File: src/rtl/ins_enc.sv
// ----------------------------------------------------------------------------
// ins_enc -- instruction encoder and program loader for the 4-bit CPU.
//
// Packs per-field instruction descriptions into the 11-bit instruction word
// the core's decoder consumes. Each packed word is written to instruction
// memory at consecutive addresses, starting at 0, one word per accepted
// bundle.
//
// Ports:
//   clk, rst        rising-edge clock, synchronous active-high reset
//   start           one-cycle pulse that opens a load session (IDLE only)
//   in_valid/ready  bundle handshake; in_ready is high only while loading
//   in_last         bundle is the final instruction of the session
//   op_kind         0=ALU, 1=LDI, 2=JMP, 3=NOP
//   alu_op, sel_w, sel_a, sel_b, imm, jmp   instruction fields
//   mem_we/addr/data  registered instruction memory write port
//   done            one-cycle pulse when a session ends
//   count           words written in the current or most recent session
//   overflow        sticky: memory filled before in_last was seen
// ----------------------------------------------------------------------------
module ins_enc #(
  parameter int DEPTH  = 16,
  parameter int ADDR_W = 4
) (
  input  logic              clk,
  input  logic              rst,
  input  logic              start,
  input  logic              in_valid,
  output logic              in_ready,
  input  logic              in_last,
  input  logic [1:0]        op_kind,
  input  logic              alu_op,
  input  logic [1:0]        sel_w,
  input  logic [1:0]        sel_a,
  input  logic [1:0]        sel_b,
  input  logic [3:0]        imm,
  input  logic [3:0]        jmp,
  output logic              mem_we,
  output logic [ADDR_W-1:0] mem_addr,
  output logic [10:0]       mem_data,
  output logic              done,
  output logic [ADDR_W:0]   count,
  output logic              overflow
);

  localparam logic [ADDR_W-1:0] LAST_ADDR = ADDR_W'(DEPTH - 1);

  localparam logic [1:0] OP_ALU = 2'd0;
  localparam logic [1:0] OP_LDI = 2'd1;
  localparam logic [1:0] OP_JMP = 2'd2;
  localparam logic [1:0] OP_NOP = 2'd3;

  typedef enum logic [1:0] {
    S_IDLE = 2'd0,
    S_LOAD = 2'd1,
    S_DONE = 2'd2
  } state_e;

  // Pack one instruction; fields not used by the opcode are forced to 0.
  function automatic logic [10:0] encode_word(
    input logic [1:0] kind,
    input logic       f_alu_op,
    input logic [1:0] f_sel_w,
    input logic [1:0] f_sel_a,
    input logic [1:0] f_sel_b,
    input logic [3:0] f_imm,
    input logic [3:0] f_jmp
  );
    logic [10:0] w;
    case (kind)
      OP_ALU:  w = {3'b000, 1'b0, f_alu_op, f_sel_w, f_sel_a, f_sel_b};
      OP_LDI:  w = {3'b010, 2'b00, f_sel_w, f_imm};
      OP_JMP:  w = {3'b100, f_jmp, 4'b0000};
      OP_NOP:  w = {3'b011, 8'h00};
      default: w = 11'h000;
    endcase
    return w;
  endfunction

  state_e              state_q;
  logic [ADDR_W-1:0]   wp_q;
  logic [ADDR_W:0]     count_q;
  logic                overflow_q;
  logic                mem_we_q;
  logic [ADDR_W-1:0]   mem_addr_q;
  logic [10:0]         mem_data_q;

  logic [10:0]         enc_word_d;
  logic [ADDR_W-1:0]   wp_d;
  logic [ADDR_W:0]     count_d;
  logic                at_last_addr_s;

  // Next-value helpers for the datapath registers.
  always_comb begin
    enc_word_d     = encode_word(op_kind, alu_op, sel_w, sel_a, sel_b, imm, jmp);
    wp_d           = wp_q + ADDR_W'(1);
    count_d        = count_q + (ADDR_W + 1)'(1);
    at_last_addr_s = (wp_q == LAST_ADDR);
  end

  // Session FSM with the registered memory write port and status outputs.
  always_ff @(posedge clk) begin
    if (rst) begin
      state_q    <= S_IDLE;
      wp_q       <= '0;
      count_q    <= '0;
      overflow_q <= 1'b0;
      mem_we_q   <= 1'b0;
      mem_addr_q <= '0;
      mem_data_q <= 11'h000;
    end else begin
      // The strobe is a single-cycle pulse following each transfer.
      mem_we_q <= 1'b0;
      case (state_q)
        S_IDLE: begin
          if (start) begin
            state_q    <= S_LOAD;
            wp_q       <= '0;
            count_q    <= '0;
            overflow_q <= 1'b0;
          end
        end
        S_LOAD: begin
          if (in_valid) begin
            mem_we_q   <= 1'b1;
            mem_addr_q <= wp_q;
            mem_data_q <= enc_word_d;
            wp_q       <= wp_d;
            count_q    <= count_d;
            // The last address ends the session; without in_last the
            // program did not fit, which is flagged as overflow.
            if (in_last || at_last_addr_s) begin
              state_q <= S_DONE;
            end
            if (at_last_addr_s && !in_last) begin
              overflow_q <= 1'b1;
            end
          end
        end
        S_DONE: begin
          state_q <= S_IDLE;
        end
        default: begin
          state_q <= S_IDLE;
        end
      endcase
    end
  end

  // in_ready and done decode the registered state only.
  assign in_ready = (state_q == S_LOAD);
  assign done     = (state_q == S_DONE);
  assign mem_we   = mem_we_q;
  assign mem_addr = mem_addr_q;
  assign mem_data = mem_data_q;
  assign count    = count_q;
  assign overflow = overflow_q;

endmodule

File: config.mk
export PLATFORM = sky130hd
export DESIGN_NAME = ins_enc
export DESIGN_NICKNAME = d
export VERILOG_FILES = /design/src/rtl/ins_enc.sv
export SDC_FILE = /design/constraint.sdc
export NUM_CORES = 1
export LEC_CHECK = 0
export ABC_AREA = 1
export CORE_ASPECT_RATIO = 1.5
export CORE_MARGIN = 8
export CORE_UTILIZATION = 39
export CTS_CLUSTER_DIAMETER = 50
export CTS_CLUSTER_SIZE = 24
export DETAILED_ROUTE_END_ITERATION = 16
export HOLD_SLACK_MARGIN = 0.1
export MAX_ROUTING_LAYER = met4
export PLACE_DENSITY = 0.74
export SETUP_SLACK_MARGIN = 0.15
export SLEW_MARGIN = 20
export SYNTH_ARGS = -nofsm -noshare
export SYNTH_HDL_FRONTEND = slang
export SYNTH_SLANG_ARGS = --single-unit
File: constraint.sdc
create_clock -name clk -period 1.11 [get_ports clk]
set_input_delay 0.2775 -clock clk [delete_from_list [all_inputs] [get_ports clk]]
set_output_delay 0.2775 -clock clk [all_outputs]
set_load 0.05 [all_outputs]
==> Word level (Yosys, flattened, before mapping) <==
Index checks and enable logic that the tools add are counted.
{ "word_totals": {"ff_bits": 28, "input_bits": 22, "output_inout_bits": 24, "elab_cells": 47} }
{ "op_classes": {"add_sub_neg": 2, "n_eq_ne": 10, "mux": 16, "n_bitwise": 1, "n_reduce_logical": 11} }
{ "op_table": {"columns": ["cell", "count"], "rows": [
  ["one-hot mux 11 bit (4 select lines)", 1],
  ["2-to-1 mux 5 bit", 2],
  ["one-hot mux 5 bit (2 select lines)", 1],
  ["2-to-1 mux 4 bit", 2],
  ["one-hot mux 4 bit (2 select lines)", 1],
  ["== test 2 bit, second input constant", 3],
  ["2-to-1 mux 2 bit", 3],
  ["AND reduction 3 bit", 2],
  ["adder 5 x 1 -> 5 bit, second input constant", 1],
  ["adder 4 x 1 -> 4 bit, second input constant", 1],
  ["== test 2 x 1 -> 1 bit, second input constant", 2],
  ["== test 4 bit, second input constant", 1],
  ["zero test 2 bit", 2],
  ["2-to-1 mux 1 bit", 4],
  ["!= test 2 x 1 -> 1 bit, second input constant", 2],
  ["!= test 2 bit, second input constant", 2],
  ["one-hot mux 2 bit (2 select lines)", 1],
  ["AND reduction 4 bit", 1],
  ["one-hot mux 1 bit (2 select lines)", 1],
  ["AND reduction 2 bit", 1],
  ["nonzero test 2 bit", 1],
  ["OR reduction 2 bit", 1],
  ["logical AND 1 bit", 1],
  ["zero test 1 bit", 1],
  ["2 further kinds", 2]
]} }

==> Depth between registers and ports, before layout <==
Gate-level depths: netlist of the first run.
{ "logic_depth": {"depth_word": 5, "mapped_depth": 7, "mapped_depth_nobuf": 7} }

==> Worst setup path before layout of the first run <==
Ideal clock, no wire load.
{ "synth_path": {"kind": "register to register", "start": "register state_q[0]", "end": "register overflow_q (netlist: overflow)", "setup_ns": 0.123, "t_arrival_ns": 1.333, "required_time_ns": 0.987, "path_slack_ns": -0.346, "path_stages_with_launch": 8, "path_buffers": 0, "period_less_slack_ns": 1.456, "path_cell_list": "dfxtp_1 inv_1 nor2_2 nand2_1 nand2_1 inv_1 nand2_1 a21oi_1"} }
{ "synth_between": {"elab_chain_cells": 3, "elab_cells_between_ends": 8, "cone_classes": "eq/ne (4); mux (1); reduce/logical (3)"} }
{ "synth_lines": {"columns": ["item", "line", "text"], "rows": [
  ["start, declared", "80", "state_e state_q;"],
  ["start signal, assigned", "104", "state_q <= S_IDLE;"],
  ["start signal, assigned", "117", "state_q <= S_LOAD;"],
  ["start signal, assigned", "133", "state_q <= S_DONE;"],
  ["== test 2 x 1 -> 1 bit *", null, null],
  ["via in_ready", "29", "output logic in_ready,"],
  ["!= test 2 x 1 -> 1 bit (no source line), or another cell as far along", null, null],
  ["AND reduction 4 bit (no source line)", null, null],
  ["end signal, assigned", "107", "overflow_q <= 1'b0;"],
  ["end signal, assigned", "120", "overflow_q <= 1'b0;"],
  ["end signal, assigned", "136", "overflow_q <= 1'b1;"],
  ["end, declared", "83", "logic overflow_q;"]
]} }
Mark *: on every way through the listed nets, which the timed path passes. The rest lies on a longest branch.
A chain may end at the register's enable or synchronous reset.

==> Worst setup path after layout of the first run <==
{ "layout_path": {"start": "register state_q[1]", "end": "output done"} }
{ "layout_between": {"elab_chain_cells": 1} }
{ "layout_lines": {"columns": ["item", "line", "text"], "rows": [
  ["== test 2 bit", "152", "assign done = (state_q == S_DONE);"],
  ["end, declared", "41", "output logic done,"]
]} }
No other way between the ends.

==> flow_results.org, run 1 <==
** Outcome
- The flow ran to the end, but the final reports show violations.
- The checks that failed: negative setup slack.

** STA
- Worst Max-Slew Pin Slew :: 0.3187 ns
- RSZ-0062 raised after global routing :: yes
- Worst rel slew slack :: 78.73%
- Max Slew Vio Count :: 0
- Dividing the final minimum period by the clock period gives 122.6%.
- For this run, the top clock speed supported by timing is 734.7 MHz.
- Final-report setup violation count :: 30
- Setup ws final :: -0.2511 ns
- The clock arrives with 0.007201 ns of skew.
- Final count of hold timing violations :: 0
- After layout, the minimum clock period comes to 1.361 ns.

** Yosys
- Counting flops with an async set or reset pin after synthesis yields a share of 0%.
- Cells after Synth :: 172
- Post-synth EDFFs :: 0
- Sequential area share after synthesis :: 43.79%
- Post-synthesis cell area :: 0.001280 sq mm
- Commonest cells in the netlist :: nand2_1, dfxtp_1, a21oi_1
- Syn_nets :: 196
- Count of yosys warnings during synthesis :: 0
- Average cell area after synthesis :: 7.442 sq um
- In the synthesized netlist the dominant register cell turns out to be dfxtp_1.
- Top post-synthesis cells by area :: dfxtp_1, nand2_1, a21oi_1
- Synth Register Bits :: 28
- Summed over all instances, the cell type with the most area after synthesis is dfxtp_1.
- Most frequent cell after synthesis :: nand2_1
- Share of the synthesized area in the top cell type :: 43.79%
- Distinct cell type count of the synthesized netlist :: 21

** Pwr
- Switching share of total power :: 34.22%
- Peak supply drop :: 1248 uV
- Sw Pwr :: 1.004 mW
- Internal power :: 1.931 mW
- Sequential cells account for 37.6% of the total power.
- Clock power share :: 25.8%
- The design draws 2.935 mW.
- Combinational cells account for 36.6% of the total power.
- For this design the static power due to leakage is 1.187 nW.
- Power per cell area :: 994.7 mW/mm^2

** Clocking
- At the later pin of the worst-skew pair, clock insertion delay measures 0.29 ns.
- TritonCTS built the clock tree.
- Number of clock sinks :: 28
- Clock-pin slew was measured on the worst setup and hold paths at 0.11 ns.
- CTS H-tree depth :: 1
- CTS placed an instance of clkbuf_8 at the clock tree root.
- CTS Hold Buffers Added :: 0
- Buffers inserted during clock tree synthesis total 3.
- Buffers from clock root to sink, at most :: 2

** Setup path
- Max stage delay cell, worst path :: dfxtp_2
- Crit start category :: register
- The worst setup path is captured at an output port.
- Number of gates on the worst path with buffers counted :: 4
- In this run the worst setup path begins at state_q[1].
- Source of the worst register-to-register timing path :: state_q[1]
- Crit Path Category :: reg2out
- The signal on the critical path passes through inv_2 -> buf_6 -> nor2_4 -> buf_12.
- Largest stage delay on the critical path :: 0.37 ns
- Logic depth of the worst register-to-register path :: 8
- Following the worst setup path forward leads to its endpoint at done.
- Critical-path maximum fanout :: 3
- Register-to-register setup slack :: -0.24 ns
- Buf/Inv on CP :: 3
- The endpoint identified for the worst register-to-register timing path is count[4].
- STA puts the critical path data required time at 0.83 ns.
- STA puts the critical path data arrival time at 1.08 ns.
- Broken down by cell family, the worst path's largest delay share belongs to flip-flops.

** Place
- Area after detailed placement :: 0.002132 sq mm
- Post-DP HPWL :: 2.721 mm
- Port buffering added 45 buffers.
- Before CTS, the worst setup slack after placement is -0.4149 ns.
- Final GP Congestion :: 0.8110

** Global routing
- Overflow after GRT :: 0
- The first global-routing pass estimated 8.742 mm of wire.
- Across every metal layer, demand over resource in global routing totals 20.92%.
- Number of global-route vias before repair :: 1813
- Entering global routing, the biggest net connects 17 pins.
- Antenna violations before repair :: 0

** Run
- The tool flagged a number of max-cap violations equal to 0.

** Routing
- Detailed-route vias per instance :: 5.876
- Before antenna repair, the detailed router went through 4 iterations.
- Overall routed net length :: 7.121 mm
- Via Count :: 1804
- Post-route DRC :: 0
- Detailed Route Iter0 Violations :: 102
- Number of nets with antenna violations after detailed routing :: 0
- After detailed routing, the average wire length per cell comes to 23.20 um.

** Layout
- Total Nets Final :: 292
- In the final layout, flip-flops and latches occupy 619.3 sq um.
- Design area :: 0.002950 sq mm
- Layout cell share with drive strength beyond 1 :: 67.79%
- Utilization after layout :: 93.39%
- In the final layout, the multi-input gates occupy 979.7 sq um.
- After filler insertion, the fill cell instance count of the layout stands at 97.
- Relative to the synthesized area, the layout overhead comes to 130.5%.
- 0 antenna diodes ended up in the layout.

** Floorplan
- In this run the count of I/O pins placed on the die edge is 46.
- Core outline area :: 0.003159 sq mm
- The floorplan has 25 rows.
- Die area :: 0.005409 sq mm
- The die is 62.78 um wide.
- Once the floorplan was initialized, standard cells occupied 40.51% of the core.
- Height of the die :: 86.17 um

** Worst hold path
- The min-delay analysis places its worst path in the category reg2reg.
## per-stage QoR
stage	setup TNS [ns]	std cells	hold WS [ns]
after detailed placement	-8.474	272	0.4513
after floorplan	-0.1789	172	0.3466
after global routing	-5.219	307	0.5031
after CTS	-1.016	299	0.4694
final	-3.626	307	0.4786
after global placement	-7.964	272	0.4420
## worst min-delay path by stage
stage,from,to,cells after the start
3_5_place_dp,wp_q[2],wp_q[2],2
5_1_grt,wp_q[2],wp_q[2],2
3_3_place_gp,wp_q[2],wp_q[2],2
4_1_cts,wp_q[2],wp_q[2],2
6_report,wp_q[2],wp_q[2],2
2_1_floorplan,rst,mem_data[4],1
## flip-flops by register name, indices dropped and copies added (netlist names)
register and cells:
mem_we 1, count 5, overflow 1, wp_q 4
mem_data 11, mem_addr 4, state_q 2
## area by class of cell
class,instances,area share [%]
Tap cell,40,1.696
Clock buffer,4,2.248
Timing Repair inverter,3,1.230
Inverter,20,2.884
Multi-Input combinational cell,120,33.21
Timing Repair Buffer,92,37.74
Sequential cell,28,20.99
## per-layer routing
| metal | GRT usage (%) | wire [um] | part of all wire (%) | vias up |
|---|---|---|---|---|
| met1 | 19.04 | 2453 | 34 | 874 |
| met2 | 36.77 | 3598 | 51 | 118 |
| met3 | 4.694 | 395 | 5.5 | 58 |
| li1 | - | - | - | 754 |
| met5 | - | 0 | 0 | - |
| met4 | 17.08 | 673 | 9.5 | 0 |
## placed cells by master, fill, tap and decap left out, types with 3 or more instances in the layout
master / n
buf_4: 33
nand2_1: 27
buf_12: 25
a21oi_2: 19
clkdlybuf4s50_1: 19
dfxtp_2: 17
inv_1: 14
nand2_2: 11
dfxtp_4: 10
buf_6: 10
nor2_4: 8
nor2_1: 8
nand3_2: 8
nand2_4: 8
inv_2: 4
nand3_4: 4
a21oi_1: 4
a31oi_4: 3
o21ai_2: 3
o21a_1: 3
clkbuf_8: 3
buf_8: 3
## power by group through the flow
stage / combinational (mW) / clock [mW] / sequential (mW)
6_report: 1.07 / 0.758 / 1.10
3_5_place_dp: 0.672 / 0 / 1.12
4_1_cts: 0.855 / 0.725 / 1.10
2_1_floorplan: 0.234 / 0 / 1.22
3_3_place_gp: 0.661 / 0 / 1.12
5_1_grt: 1.11 / 0.796 / 1.11
## worst reg2reg max path: cells and delay by family (launching register included)
| kind | cells | cell delay, ns |
|---|---|---|
| buffers and inverters | 3 | 0.37 |
| flip-flops | 1 | 0.35 |
| AND/OR/NAND/NOR | 5 | 0.54 |
## logic make-up after synthesis
group / share of synthesized area [%]
buffers and inverters: 10.95
DFF: 43.79
and+or+nand+nor: 28.15
adders and majority gates: 1.955
AOI/OAI and AO/OA: 15.15
## what timing repair did
action / in CTS / in global routing
resized for setup: 87 / 65
pin swaps: 21 / 18
cloned: 5 / 0
setup endpoints to repair: 52 / 52
setup buffers: 18 / 8
No activity file was read; power rests on OpenSTA's default activity.
==> run 2, diff against run 1 <==
- ABC_CLOCK_PERIOD_IN_PS: not set -> 1700
- CORE_UTILIZATION: 39 -> 45
- PLACE_DENSITY: 0.74 -> 0.8
- clock period: 1.11 -> 1.7 ns (I/O delays scaled with it)
==> run 2 against run 1 <==
  * The run now ends clean
  * Flip-flop and latch count stayed put
  * Register-to-register slack better by 0.70 ns
  * Count of clock-buffer cells in the layout stayed put
  * Sequential share of layout area is 9.4 points higher
==> flow_results.org, run 2 (synthesis gave the netlist of run 1 again) <==
** STA
- Worst Max-Slew Pin Slew :: 0.3360 ns
- The number of max-slew violations in the final report came to 0.
- Setup violations remaining at the end of the flow were counted as 0.
- Final count of hold timing violations :: 0
- Between clock sinks in the finished design, the worst skew comes to 0.002980 ns.
- RSZ-0062 raised after global routing :: no
- Timing would allow up to 673.8 MHz.
- Worst rel slew slack :: 77.52%
- Dividing the final minimum period by the clock period gives 87.31%.
- The worst path needs 1.484 ns of the cycle, external delays included.
- Setup ws final :: 0.2158 ns

** Routing
- The first detailed-routing pass ran for 4 iterations.
- Post-route DRC :: 0
- Detailed Route Iter0 Violations :: 46
- Dividing the detail-routed wire length by the instance count gives 13.02 um.
- The count of nets left with antenna violations once routing finished came out at 0.
- Via Count :: 1312
- Wires add up to 3.384 mm.
- After detailed routing, the number of vias per cell comes to 5.046.

** Clocking
- Number of clock sinks :: 28
- CTS H-tree depth :: 1
- The clock passes through at most 2 buffers.
- After clock tree synthesis, the clock-pin slew on the worst setup and hold paths is 0.09 ns.
- Insertion delay of the later-clocked pin in the worst-skew pair :: 0.28 ns
- Counting the buffers created by CTS gives 3.
- TritonCTS built the clock tree.
- In this run, post-CTS hold repair placed 0 buffers.
- CTS root buf :: clkbuf_8

** Floorplan
- The floorplan step defined a die boundary enclosing 0.004842 sq mm.
- Height of the die :: 81.32 um
- Row cnt :: 23
- Initial Utilization :: 47.32%
- Number of top-level design ports :: 46
- The core region is 0.002705 sq mm.
- The die is 59.55 um wide.

** Setup path
- On the worst path, the slowest cell contributes a delay of 0.38 ns.
- Grouping stages by cell kind, the critical path spends the most delay in flip-flops.
- The largest individual stage delay along the critical path comes from the cell dfxtp_2.
- Logic depth of the worst register-to-register path :: 6
- Along the worst path, the maximum fanout reaches 3.
- STA classifies the critical path endpoint as an output port.
- The worst setup path is launched from a register.
- Crit path required time :: 1.27 ns
- List of cells traversed by the critical path :: inv_1 -> nor2_2 -> buf_12
- Tracing the worst setup path back leads to its startpoint at state_q[1].
- Crit Path Category :: reg2out
- The critical path contains buffers and inverters numbering 2 combined.
- Worst Path Arrival :: 1.06 ns
- In this run the critical register-to-register path is captured at mem_data[3].
- Register-to-register setup slack :: 0.46 ns
- In this run the critical register-to-register path is launched from state_q[1].

** Pwr
- Cell internal power was estimated by the tool at 1.036 mW.
- Dividing total power by cell area gives a power density of 797.4 mW/mm^2.
- Of the total power, the share spent switching nets is 30.12%.
- Leakage power :: 0.7919 nW
- Sw Pwr :: 446.5 uW
- VDD sags by at most 728.1 uV.
- Sequential cells account for 47.9% of the total power.
- Combinational share of power :: 23.8%
- The clock network burns 28.3% of the power.

** Outcome
- Outcome :: finished, final reports clean

** Global routing
- The via count of the first global-routing pass was 1314.
- The first global-routing pass estimated 5.664 mm of wire.
- Maximum number of pins on one net before global-route repair :: 20
- Antenna violations before repair :: 0
- Overflow after GRT :: 0
- Global routing used 15.40% of the available tracks.

** Layout
- Number of flip-flops under the largest register name :: 11
- Commonest non-fill, non-tap cells in the layout :: nand2_1, dfxtp_1, buf_4
- Growth of design area from synthesis to finish :: 45.26%
- Leaving out fill and tap cells, the most frequent cell in the layout is nand2_1.
- Fin cells :: 260
- Utilization after layout :: 68.73%
- Number of diodes :: 0
- In the final design database the tool counted 248 nets.
- Layout cell share with drive strength beyond 1 :: 19.73%
- After routing the design area is 0.001859 sq mm.

** Place
- Once detailed placement completed, the half-perimeter wirelength came to 2.735 mm.
- OpenSTA, run right after detailed placement, puts the worst setup slack at -0.04741 ns.
- The placed instances occupy a cell area of 0.001784 sq mm.
- The congestion estimate from routability-driven global placement came to 0.8066.
- Buffers on Ports :: 45
- Instance count after placement with tap cells included :: 255

** Run
- Number of maximum-capacitance constraint violations :: 0

** Worst hold path
- Hold Startpoint :: overflow
- The path with the worst hold slack has its endpoint at overflow.
- Along the worst hold path, the cell count comes to 2.
- The path class of the tightest hold or removal check is reg2reg.
run 2: worst max-delay path by stage:
stage             endpoint  cells past startpoint
4_1_cts           in_ready                      3
6_report              done                      3
5_1_grt        mem_data[3]                      6
3_5_place_dp   mem_data[3]                      6
3_3_place_gp   mem_data[3]                      6
2_1_floorplan         done                      2
run 2: final cells by class:
| type | instances | area [sq um] |
|---|---|---|
| inverters | 20 | 75.07 |
| fillers | 248 | 845.8 |
| flip-flops and latches | 28 | 565.5 |
| repair buffers | 52 | 530.5 |
| clock buffers | 4 | 55.05 |
| well taps | 37 | 46.29 |
| multi-input cells | 119 | 586.8 |
run 2: worst register-to-register path, cell delays in order (launching register included):
cell	delay, ns
dfxtp_2	0.35
inv_1	0.15
nand3_4	0.13
inv_2	0.25
nand3_1	0.12
o211ai_1	0.10
inv_1	0.05
run 2: power groups by stage:
stage                     sequential [mW]  combinational [mW]  clock [mW]
after floorplan                     0.792               0.146           0
after global placement              0.722               0.340           0
after detailed placement            0.724               0.347           0
after CTS                           0.711               0.351       0.428
after global routing                0.716               0.380       0.452
final                               0.711               0.353       0.419
run 2: what timing repair did:
item                                    4_1_cts  5_1_grt
setup buffers                                 0        1
endpoints found under the setup margin        2        1
resized for setup                             4        1
pin swaps                                     0        1
run 2: metal layers:
layer  up-vias  share of wire [%]  GRT usage (%)
li1        658                  -              -
met1       600                 36          13.74
met3        11                5.8          4.107
met4         0                3.0          8.153
met5         -                  0              -
met2        43                 55          28.42
run 2: per-stage QoR:
stage	hold slack [ns]	setup TNS, ns	power (mW)
after floorplan	0.4389	0	0.9385
after global placement	0.4390	0	1.062
after detailed placement	0.4436	-0.05767	1.071
after CTS	0.4574	0	1.490
after global routing	0.4828	0	1.548
final	0.4526	0	1.483
==> run 3, diff against run 2 <==
- CAP_MARGIN: not set -> 10
==> results of run 3 <==
Same layout as run 2: the final DEF is identical, and so are final timing and power.
